File: config.mk
export PLATFORM = sky130hd
export DESIGN_NAME = instr_fetch_unit
export DESIGN_NICKNAME = d
export VERILOG_FILES = /design/src/rtl/fetch_pkg.sv /design/src/rtl/fetch_fifo.sv /design/src/rtl/instr_fetch_unit.sv
export SDC_FILE = /design/constraint.sdc
export NUM_CORES = 1
export LEC_CHECK = 0
export CORE_AREA = 5 5 200 202
export DETAILED_ROUTE_END_ITERATION = 12
export DIE_AREA = 0 0 205 207
export MAX_ROUTING_LAYER = met4
export PLACE_DENSITY = 0.64
export SYNTH_ARGS = -nofsm -noshare
export SYNTH_HDL_FRONTEND = slang
export SYNTH_SLANG_ARGS = --single-unit
export TNS_END_PERCENT = 100
File: constraint.sdc
create_clock -name clk -period 4.5 [get_ports clk]
set_input_delay 0.9 -clock clk [delete_from_list [all_inputs] [get_ports clk]]
set_output_delay 0.9 -clock clk [all_outputs]
set_load 0.005 [all_outputs]
File: src/rtl/fetch_pkg.sv
// Shared definitions for the instruction fetch front end.
//   NOP_INSTR        : bubble presented to decode when no fetched word is available
//   DEFAULT_RESET_PC : fetch PC after reset unless overridden at the top level
//   fetch_entry_t    : one buffered fetch, instruction word plus its PC
package fetch_pkg;

  localparam logic [31:0] NOP_INSTR        = 32'h0000_0013;
  localparam logic [31:0] DEFAULT_RESET_PC = 32'h0000_0000;

  typedef struct packed {
    logic [31:0] instr;
    logic [31:0] pc;
  } fetch_entry_t;

endpackage

File: src/rtl/fetch_fifo.sv
// Generic synchronous FIFO with flush and asynchronous active-high reset.
//   i_clk, i_reset : clock and async reset (clears pointers and count)
//   i_push, i_wdata: write i_wdata at the tail (ignored when full)
//   i_pop          : drop the head entry (ignored when empty)
//   i_flush        : empty the FIFO; overrides push and pop
//   o_rdata        : head entry (meaningful only when not empty)
//   o_full, o_empty, o_count : occupancy
module fetch_fifo #(
  parameter int WIDTH = 64,
  parameter int DEPTH = 4
) (
  input  logic                     i_clk,
  input  logic                     i_reset,
  input  logic                     i_push,
  input  logic [WIDTH-1:0]         i_wdata,
  input  logic                     i_pop,
  input  logic                     i_flush,
  output logic [WIDTH-1:0]         o_rdata,
  output logic                     o_full,
  output logic                     o_empty,
  output logic [$clog2(DEPTH):0]   o_count
);

  localparam int AW = $clog2(DEPTH);
  localparam logic [AW:0] FULL_COUNT = (AW+1)'(DEPTH);

  logic [WIDTH-1:0] r_mem [DEPTH];
  logic [AW-1:0]    r_wr_ptr;
  logic [AW-1:0]    r_rd_ptr;
  logic [AW:0]      r_count;
  logic             w_push;
  logic             w_pop;

  assign o_full  = (r_count == FULL_COUNT);
  assign o_empty = (r_count == '0);
  assign o_count = r_count;
  assign o_rdata = r_mem[r_rd_ptr];

  assign w_push = i_push & ~o_full  & ~i_flush;
  assign w_pop  = i_pop  & ~o_empty & ~i_flush;

  // Pointers wrap naturally because DEPTH is a power of two.
  always_ff @(posedge i_clk or posedge i_reset) begin
    if (i_reset) begin
      r_wr_ptr <= '0;
      r_rd_ptr <= '0;
      r_count  <= '0;
    end else if (i_flush) begin
      r_wr_ptr <= '0;
      r_rd_ptr <= '0;
      r_count  <= '0;
    end else begin
      if (w_push) r_wr_ptr <= r_wr_ptr + AW'(1);
      if (w_pop)  r_rd_ptr <= r_rd_ptr + AW'(1);
      case ({w_push, w_pop})
        2'b10:   r_count <= r_count + (AW+1)'(1);
        2'b01:   r_count <= r_count - (AW+1)'(1);
        default: r_count <= r_count;
      endcase
    end
  end

  // Storage needs no reset; the head is only consumed when not empty.
  always_ff @(posedge i_clk) begin
    if (w_push) r_mem[r_wr_ptr] <= i_wdata;
  end

endmodule

File: src/rtl/instr_fetch_unit.sv
// Decoupled instruction fetch front end. Owns the fetch PC, reads words on
// the shared memory port whenever it is granted, buffers {instr, pc} pairs and
// presents the head entry to decode (NOP bubble when empty).
//   clk, reset            : clock, async active-high reset
//   mem_grant             : memory port free for fetch this cycle
//   mem_req, mem_adr      : fetch request and word-aligned address
//   mem_rdata             : combinational read data for mem_adr
//   redirect, redirect_pc : taken branch/jump and its target
//   stall                 : decode holds the current output
//   instr, instr_pc, instr_pc_plus_4, instr_valid : head entry to decode
module instr_fetch_unit
  import fetch_pkg::*;
#(
  parameter int          DEPTH    = 4,
  parameter logic [31:0] RESET_PC = DEFAULT_RESET_PC
) (
  input  logic        clk,
  input  logic        reset,
  input  logic        mem_grant,
  output logic        mem_req,
  output logic [31:0] mem_adr,
  input  logic [31:0] mem_rdata,
  input  logic        redirect,
  input  logic [31:0] redirect_pc,
  input  logic        stall,
  output logic [31:0] instr,
  output logic [31:0] instr_pc,
  output logic [31:0] instr_pc_plus_4,
  output logic        instr_valid
);

  localparam int AW = $clog2(DEPTH);

  logic [31:0]  r_fetch_pc;
  fetch_entry_t w_push_entry;
  fetch_entry_t w_head;
  logic         w_full;
  logic         w_empty;
  logic [AW:0]  w_count;
  logic         w_push;
  logic         w_pop;

  // Request depends on registered occupancy only; redirect is the one
  // combinational control input feeding mem_req.
  assign mem_req = ~w_full & ~redirect;
  assign mem_adr = {r_fetch_pc[31:2], 2'b00};
  assign w_push  = mem_req & mem_grant;

  assign instr_valid = (w_count != '0);
  assign w_pop       = instr_valid & ~stall & ~redirect;

  assign w_push_entry.instr = mem_rdata;
  assign w_push_entry.pc    = mem_adr;

  fetch_fifo #(
    .WIDTH ($bits(fetch_entry_t)),
    .DEPTH (DEPTH)
  ) instr_fifo (
    .i_clk   (clk),
    .i_reset (reset),
    .i_push  (w_push),
    .i_wdata (w_push_entry),
    .i_pop   (w_pop),
    .i_flush (redirect),
    .o_rdata (w_head),
    .o_full  (w_full),
    .o_empty (w_empty),
    .o_count (w_count)
  );

  always_ff @(posedge clk or posedge reset) begin
    if (reset) begin
      r_fetch_pc <= RESET_PC;
    end else if (redirect) begin
      r_fetch_pc <= redirect_pc & ~32'h3;
    end else if (w_push) begin
      r_fetch_pc <= r_fetch_pc + 32'd4;
    end
  end

  assign instr           = w_empty ? NOP_INSTR : w_head.instr;
  assign instr_pc        = w_empty ? 32'h0     : w_head.pc;
  assign instr_pc_plus_4 = w_empty ? 32'h0     : w_head.pc + 32'd4;

endmodule

==> flow_metrics.env, run 1 <==
export IMPL_post_route_drc_count=0
export IMPL_cp_arrival_ns=3.51
export IMPL_start_kind="register"
export IMPL_cts_root_buffer="clkbuf_16"
export IMPL_avgRoutedWirePerCell_um=19.9
export IMPL_die_height_um=207
export IMPL_switchingPower_mw=2.62
export IMPL_critPathKind="register to output port"
export IMPL_fp_dieW_um=205
export IMPL_clock_latency_ns=0.54
export IMPL_place_area_um2=15000
export IMPL_clk_pin_slew_ns=0.06
export IMPL_synth_cells=772
export IMPL_relSlewSlack_pct=28.6
export IMPL_synth_top_area_share_pct=60.1
export IMPL_status="finished, final reports clean"
export IMPL_htree_levels=1
export IMPL_grt_use_total_pct=14.3
export IMPL_routed_wl_um=30600
export IMPL_grt_pass1_vias=7876
export IMPL_synth_area_leaders="edfxtp_1, mux4_2, dfrtp_1"
export IMPL_fin_area_um2=16100
export IMPL_fill_cells=3439
export IMPL_post_dp_hpwl_um=20400
export IMPL_timing_critical_path_max_delay_family="simple AND/OR/NAND/NOR gates"
export IMPL_yosysTopAreaCell="edfxtp_1"
export IMPL_critical_path_required_ns=3.60
export IMPL_synth_flop_cell="edfxtp_1"
export IMPL_core_area_um2=38100
export IMPL_dieArea_um2=42400
export IMPL_cpPeakStageDelay_ns=0.65
export IMPL_fin_util_pct=42.3
export IMPL_p_seq_share_pct=37.2
export IMPL_crit_chain="buf_6 > buf_4 > mux4_2 > nand3_2 > or4_4 > nor3_1 > mux2_2 > clkdlybuf4s50_1"
export IMPL_syn_area_um2=12400
export IMPL_synthArstFlopShare_pct=13.0
export IMPL_rsz0062_at_grt="true"
export IMPL_crit_path_end_kind="output port"
export IMPL_setup_violations=0
export IMPL_ys_ff_latch=285
export IMPL_min_path_type="register to register"
export IMPL_intPower_mw=6.30
export IMPL_clock_fmax_mhz=227
export IMPL_powerDensity_nw_per_um2=553
export IMPL_drv_slew=0
export IMPL_synth_common_cells="edfxtp_1, and2_1, mux4_2, nor2_1, nand2_1"
export IMPL_vias_per_cell=4.93
export IMPL_fin_skew_ns=0.0103
export IMPL_hold_viol=0
export IMPL_cts_tree="yes"
export IMPL_vias=7578
export IMPL_switching_share_pct=29.4
export IMPL_cp_max_fo=9
export IMPL_cts_made_buffers=31
export IMPL_gr_total_overflow=0
export IMPL_ant_nets=0
export IMPL_yosysMostFrequentCell="edfxtp_1"
export IMPL_grt_pass1_wl_um=46500
export IMPL_p_leak_nw=5.32
export IMPL_pin_count=199
export IMPL_drive_above_1_share_pct=17.6
export IMPL_initial_core_util_pct=32.5
export IMPL_peakVddDrop_mv=0.301
export IMPL_seq_area_frac_synth_pct=67.5
export IMPL_tightest_slew_ns=1.07
export IMPL_drt_iter0_markers=458
export IMPL_worst_hold_slack_ns=0.567
export IMPL_gp_congestion=0.776
export IMPL_syn_area_per_cell_um2=16.1
export IMPL_fin_crit_sh_pct=98.0
export IMPL_synthDistinctLibCells=56
export IMPL_grt_max_degree=41
export IMPL_yosys_warnings=0
export IMPL_cts_num_sinks=285
export IMPL_cp_slowest_cell="or4_4"
export IMPL_syn_to_final_growth_pct=30.1
export IMPL_cp_num_buf_inv=3
export IMPL_antenna_found_initial=1
export IMPL_min_period_ns=4.41
export IMPL_final_nets=1071
export IMPL_timing_max_cap_violations=0
export IMPL_drt_first_pass_iters=4
export IMPL_std_cell_rows=72
export IMPL_clk_path_buf_depth=3
export IMPL_p_comb_share_pct=35.6
export IMPL_port_buffers=190
export IMPL_synth_edf_count=248
export IMPL_power_share_clock_pct=27.2
[worst register-to-register path: stages (launching register included)]
cell      delay [ns]
dfrtp_1         0.46
or3b_2          0.50
and3_1          0.50
nor2_1          0.93
o21ai_0         0.21
o311ai_0        0.15
[metrics by stage]
| step | TNS [ns] | std cells | power, mW | setup slack, ns |
|---|---|---|---|---|
| final | 0 | 1537 | 8.92 | 0.0897 |
| after global routing | -0.134 | 1537 | 9.37 | -0.0505 |
| after CTS | 0 | 1532 | 8.99 | 0.00146 |
| after detailed placement | 0 | 1463 | 6.47 | 0.206 |
| after global placement | 0 | 1463 | 6.43 | 0.235 |
| after floorplan | 0 | 777 | 4.87 | 0.898 |
[final timing paths]
check,start,end,slack (ns),depth (start not counted)
worst max-delay path,instr_fifo.r_rd_ptr[0],instr_pc_plus_4[25],0.09,8
worst max register to register,instr_fifo.o_count[2],r_fetch_pc[5],1.63,5
min in group asynchronous,reset,r_fetch_pc[29],0.80,2
worst min register to register,instr_fifo.r_wr_ptr[0],instr_fifo.r_wr_ptr[0],0.57,1
worst min-delay path,instr_fifo.r_wr_ptr[0],instr_fifo.r_wr_ptr[0],0.57,1
max in group asynchronous,reset,r_fetch_pc[9],2.92,3
[cell families after synthesis]
kind of cell	Yosys count	synth area share, %
AO/OA/AOI/OAI	85	4.68
AND/OR/NAND/NOR	244	10.7
other	1	0.0302
XOR/XNOR	16	1.13
multiplexers	73	12.6
buffers and inverters	61	2.51
flip-flops	285	67.5
adder cells (fa/ha/maj)	7	0.767
[power by group through the flow]
stage / registers, mW / logic [mW] / clock network (mW)
5_1_grt: 3.35 / 3.43 / 2.59
2_1_floorplan: 3.29 / 1.58 / 0
3_5_place_dp: 3.40 / 3.07 / 0
4_1_cts: 3.32 / 3.19 / 2.48
6_report: 3.32 / 3.18 / 2.43
3_3_place_gp: 3.38 / 3.05 / 0
[placed cells by master (no fill, tap or decap), types with 16 or more instances in the layout]
master           count
mux4_2              56
nand3_1             23
nand2_1             44
edfxtp_1           248
o311ai_0            16
clkdlybuf4s50_1    187
and2_1              57
o21ai_0             26
nor2_1              48
clkbuf_16           31
buf_4               34
dfrtp_1             35
inv_1               16
[cell type report]
cell class	count	area [µm²]	share of cell area [%]
Timing Repair Buffer	230	2250	14.0
Multi-Input combinational cell	431	3800	23.6
Sequential cell	285	8380	52.0
Tap cell	518	648	4.02
Antenna cell	1	2.50	0.0155
Inverter	16	60.1	0.372
Clock buffer	35	791	4.90
Clock inverter	21	189	1.17
[routing by layer]
layer | up-vias | GRT usage (%) | share of wire [%]
met1 | 3810 | 18.5 | 42
li1 | 3477 | - | -
met4 | 0 | 3.23 | 2.0
met2 | 245 | 23.9 | 50
met3 | 46 | 2.06 | 5.3
met5 | - | - | 0
[repair_timing]
action / CTS / global route
hold buffers: 0 / 0
gates resized for setup: 17 / 13
cloned: 0 / 0
pin swaps: 2 / 1
endpoints found under the setup margin: 12 / 10
hold endpoints to repair: 0 / 0
setup buffers: 13 / 4
[sequential cells by signal (all words and copies together), names as in the netlist]
register and flops:
instr_fifo.o_count 3, instr_fifo.r_wr_ptr 2, r_fetch_pc 30, instr_fifo.r_mem 248, instr_fifo.r_rd_ptr 2
No activity file was read; power rests on OpenSTA's default activity.
==> run 2: changes to the inputs <==
==> constraint.sdc (replaced) <==
create_clock -name clk -period 4.5 [get_ports clk]
set_input_delay 0.45 -clock clk [delete_from_list [all_inputs] [get_ports clk]]
set_output_delay 0.45 -clock clk [all_outputs]
set_load 0.005 [all_outputs]
==> flow_metrics.env, run 2 (synthesized netlist as in run 1, its figures left out) <==
export IMPL_status="finished, final reports clean"
export IMPL_grt_pass1_vias=7806
export IMPL_critPathKind="register to output port"
export IMPL_gr_total_overflow=0
export IMPL_fp_dieW_um=205
export IMPL_cp_num_cells=7
export IMPL_relSlewSlack_pct=25.6
export IMPL_cp_num_buf_inv=1
export IMPL_post_route_drc_count=0
export IMPL_crit_path_end_kind="output port"
export IMPL_grt_max_degree=63
export IMPL_grt_use_total_pct=14.3
export IMPL_avgRoutedWirePerCell_um=19.9
export IMPL_std_cell_rows=72
export IMPL_vias=7530
export IMPL_dieArea_um2=42400
export IMPL_timing_rr_start="instr_fifo.o_count[2]"
export IMPL_cp_max_fo=11
export IMPL_core_area_um2=38100
export IMPL_cts_tree="yes"
export IMPL_clk_pin_slew_ns=0.06
export IMPL_drv_slew=0
export IMPL_cp_endpoint="instr_pc_plus_4[18]"
export IMPL_vias_per_cell=4.98
export IMPL_gp_congestion=0.787
export IMPL_p_leak_nw=5.19
export IMPL_cts_num_sinks=285
export IMPL_die_height_um=207
export IMPL_pin_count=199
export IMPL_tightest_slew_ns=1.11
export IMPL_drt_iter0_markers=418
export IMPL_clock_latency_ns=0.56
export IMPL_largest_reg_flops=248
export IMPL_post_dp_hpwl_um=19800
export IMPL_clk_path_buf_depth=3
export IMPL_crit_chain="mux4_2 > ha_1 > nand3_2 > or4_4 > or3_1 > a21oi_1 > clkdlybuf4s50_1"
export IMPL_layout_common_cells="edfxtp_1, clkdlybuf4s50_1, and2_1, mux4_2, nor2_1"
export IMPL_cpPeakStageDelay_ns=0.67
export IMPL_timing_critical_path_max_delay_family="simple AND/OR/NAND/NOR gates"
export IMPL_min_period_ns=4.28
export IMPL_min_path_type="primary input to asynchronous set/reset pin"
export IMPL_antenna_found_initial=0
export IMPL_fin_skew_ns=0.0270
export IMPL_tns_ns=0
export IMPL_drt_first_pass_iters=5
export IMPL_drive_above_1_share_pct=14.7
export IMPL_ctsHoldBuffers=0
export IMPL_cts_made_buffers=30
export IMPL_fin_crit_sh_pct=95.1
export IMPL_initial_core_util_pct=32.5
export IMPL_grt_pass1_wl_um=46600
export IMPL_reg2reg_slack_ns=1.57
export IMPL_setup_violations=0
export IMPL_timing_max_cap_violations=0
export IMPL_port_buffers=190
export IMPL_critical_path_required_ns=4.05
export IMPL_routed_wl_um=30100
export IMPL_rsz0062_at_grt="false"
export IMPL_cp_slowest_cell="or4_4"
export IMPL_peakVddDrop_mv=0.279
export IMPL_hold_viol=0
export IMPL_startpoint="instr_fifo.r_rd_ptr[0]"
export IMPL_clock_fmax_mhz=234
export IMPL_place_area_um2=14800
export IMPL_fin_area_um2=15900
export IMPL_reg2reg_depth=5
export IMPL_ant_nets=0
export IMPL_powerDensity_nw_per_um2=557
export IMPL_top_register="instr_fifo.r_mem"
export IMPL_cp_arrival_ns=3.83
export IMPL_start_kind="register"
export IMPL_final_common_cell="edfxtp_1"
export IMPL_final_nets=1047
export IMPL_cts_root_buffer="clkbuf_16"
export IMPL_htree_levels=1
export IMPL_syn_to_final_growth_pct=28.3
export IMPL_r2r_end="r_fetch_pc[17]"
==> run 2: cell count changes in the layout (fill, tap and decap cells not counted), moves of 4 or more <==
cell / delta
mux4_1: +5
buf_12: -4
mux4_2: -5
buf_4: -17
==> run 2: metrics by stage <==
step	utilization, %	power [mW]	setup WS [ns]	instances	hold WS [ns]
after CTS	41.7	8.99	0.0285	1510	0.302
final	41.7	8.85	0.220	1513	0.304
after global routing	41.7	9.35	0.0877	1512	0.361
after floorplan	-	4.87	1.23	777	0.515
after detailed placement	39.0	6.45	0.500	1455	0.561
after global placement	39.0	6.41	0.537	1455	0.538
==> run 2: cell type report <==
cell class,instances,area (µm²)
Antenna cell,1,2.50
Clock buffer,34,786
Timing Repair Buffer,207,2030
Tap cell,518,648
Multi-Input combinational cell,431,3750
Sequential cell,285,8380
Inverter,16,60.1
Fill cell,3465,22200
Clock inverter,21,243
==> run 2: worst min path at each step <==
stage | endpoint | slack [ns] | cells past startpoint
finish | r_fetch_pc[25] | 0.30 | 3
global route | r_fetch_pc[29] | 0.36 | 3
CTS | r_fetch_pc[25] | 0.30 | 3
detailed placement | instr_fifo.r_wr_ptr[0] | 0.56 | 1
global placement | instr_fifo.r_wr_ptr[0] | 0.54 | 1
floorplan | instr_fifo.r_wr_ptr[0] | 0.51 | 1
==> run 2: tightest hold or removal path, delay by kind of cell <==
family                 cells  cell delay, ns
buffers and inverters      3            0.86
==> run 2: what timing repair did <==
item	4_1_cts	5_1_grt
buffers inserted	0	2
gates resized for setup	2	2
setup endpoints to repair	5	3
==> run 2: power by group <==
part           internal, mW  switching, mW
Clock                  1.49           1.02
Sequential             3.14          0.193
Combinational          1.64           1.38
Total                  6.26           2.59
==> run 2: layer usage <==
| metal | up-vias | wire (µm) | GRT usage [%] |
|---|---|---|---|
| met5 | - | 0 | - |
| met2 | 240 | 14900 | 23.7 |
| li1 | 3436 | - | - |
| met1 | 3814 | 12800 | 18.6 |
| met4 | 0 | 690 | 3.12 |
| met3 | 40 | 1750 | 2.61 |
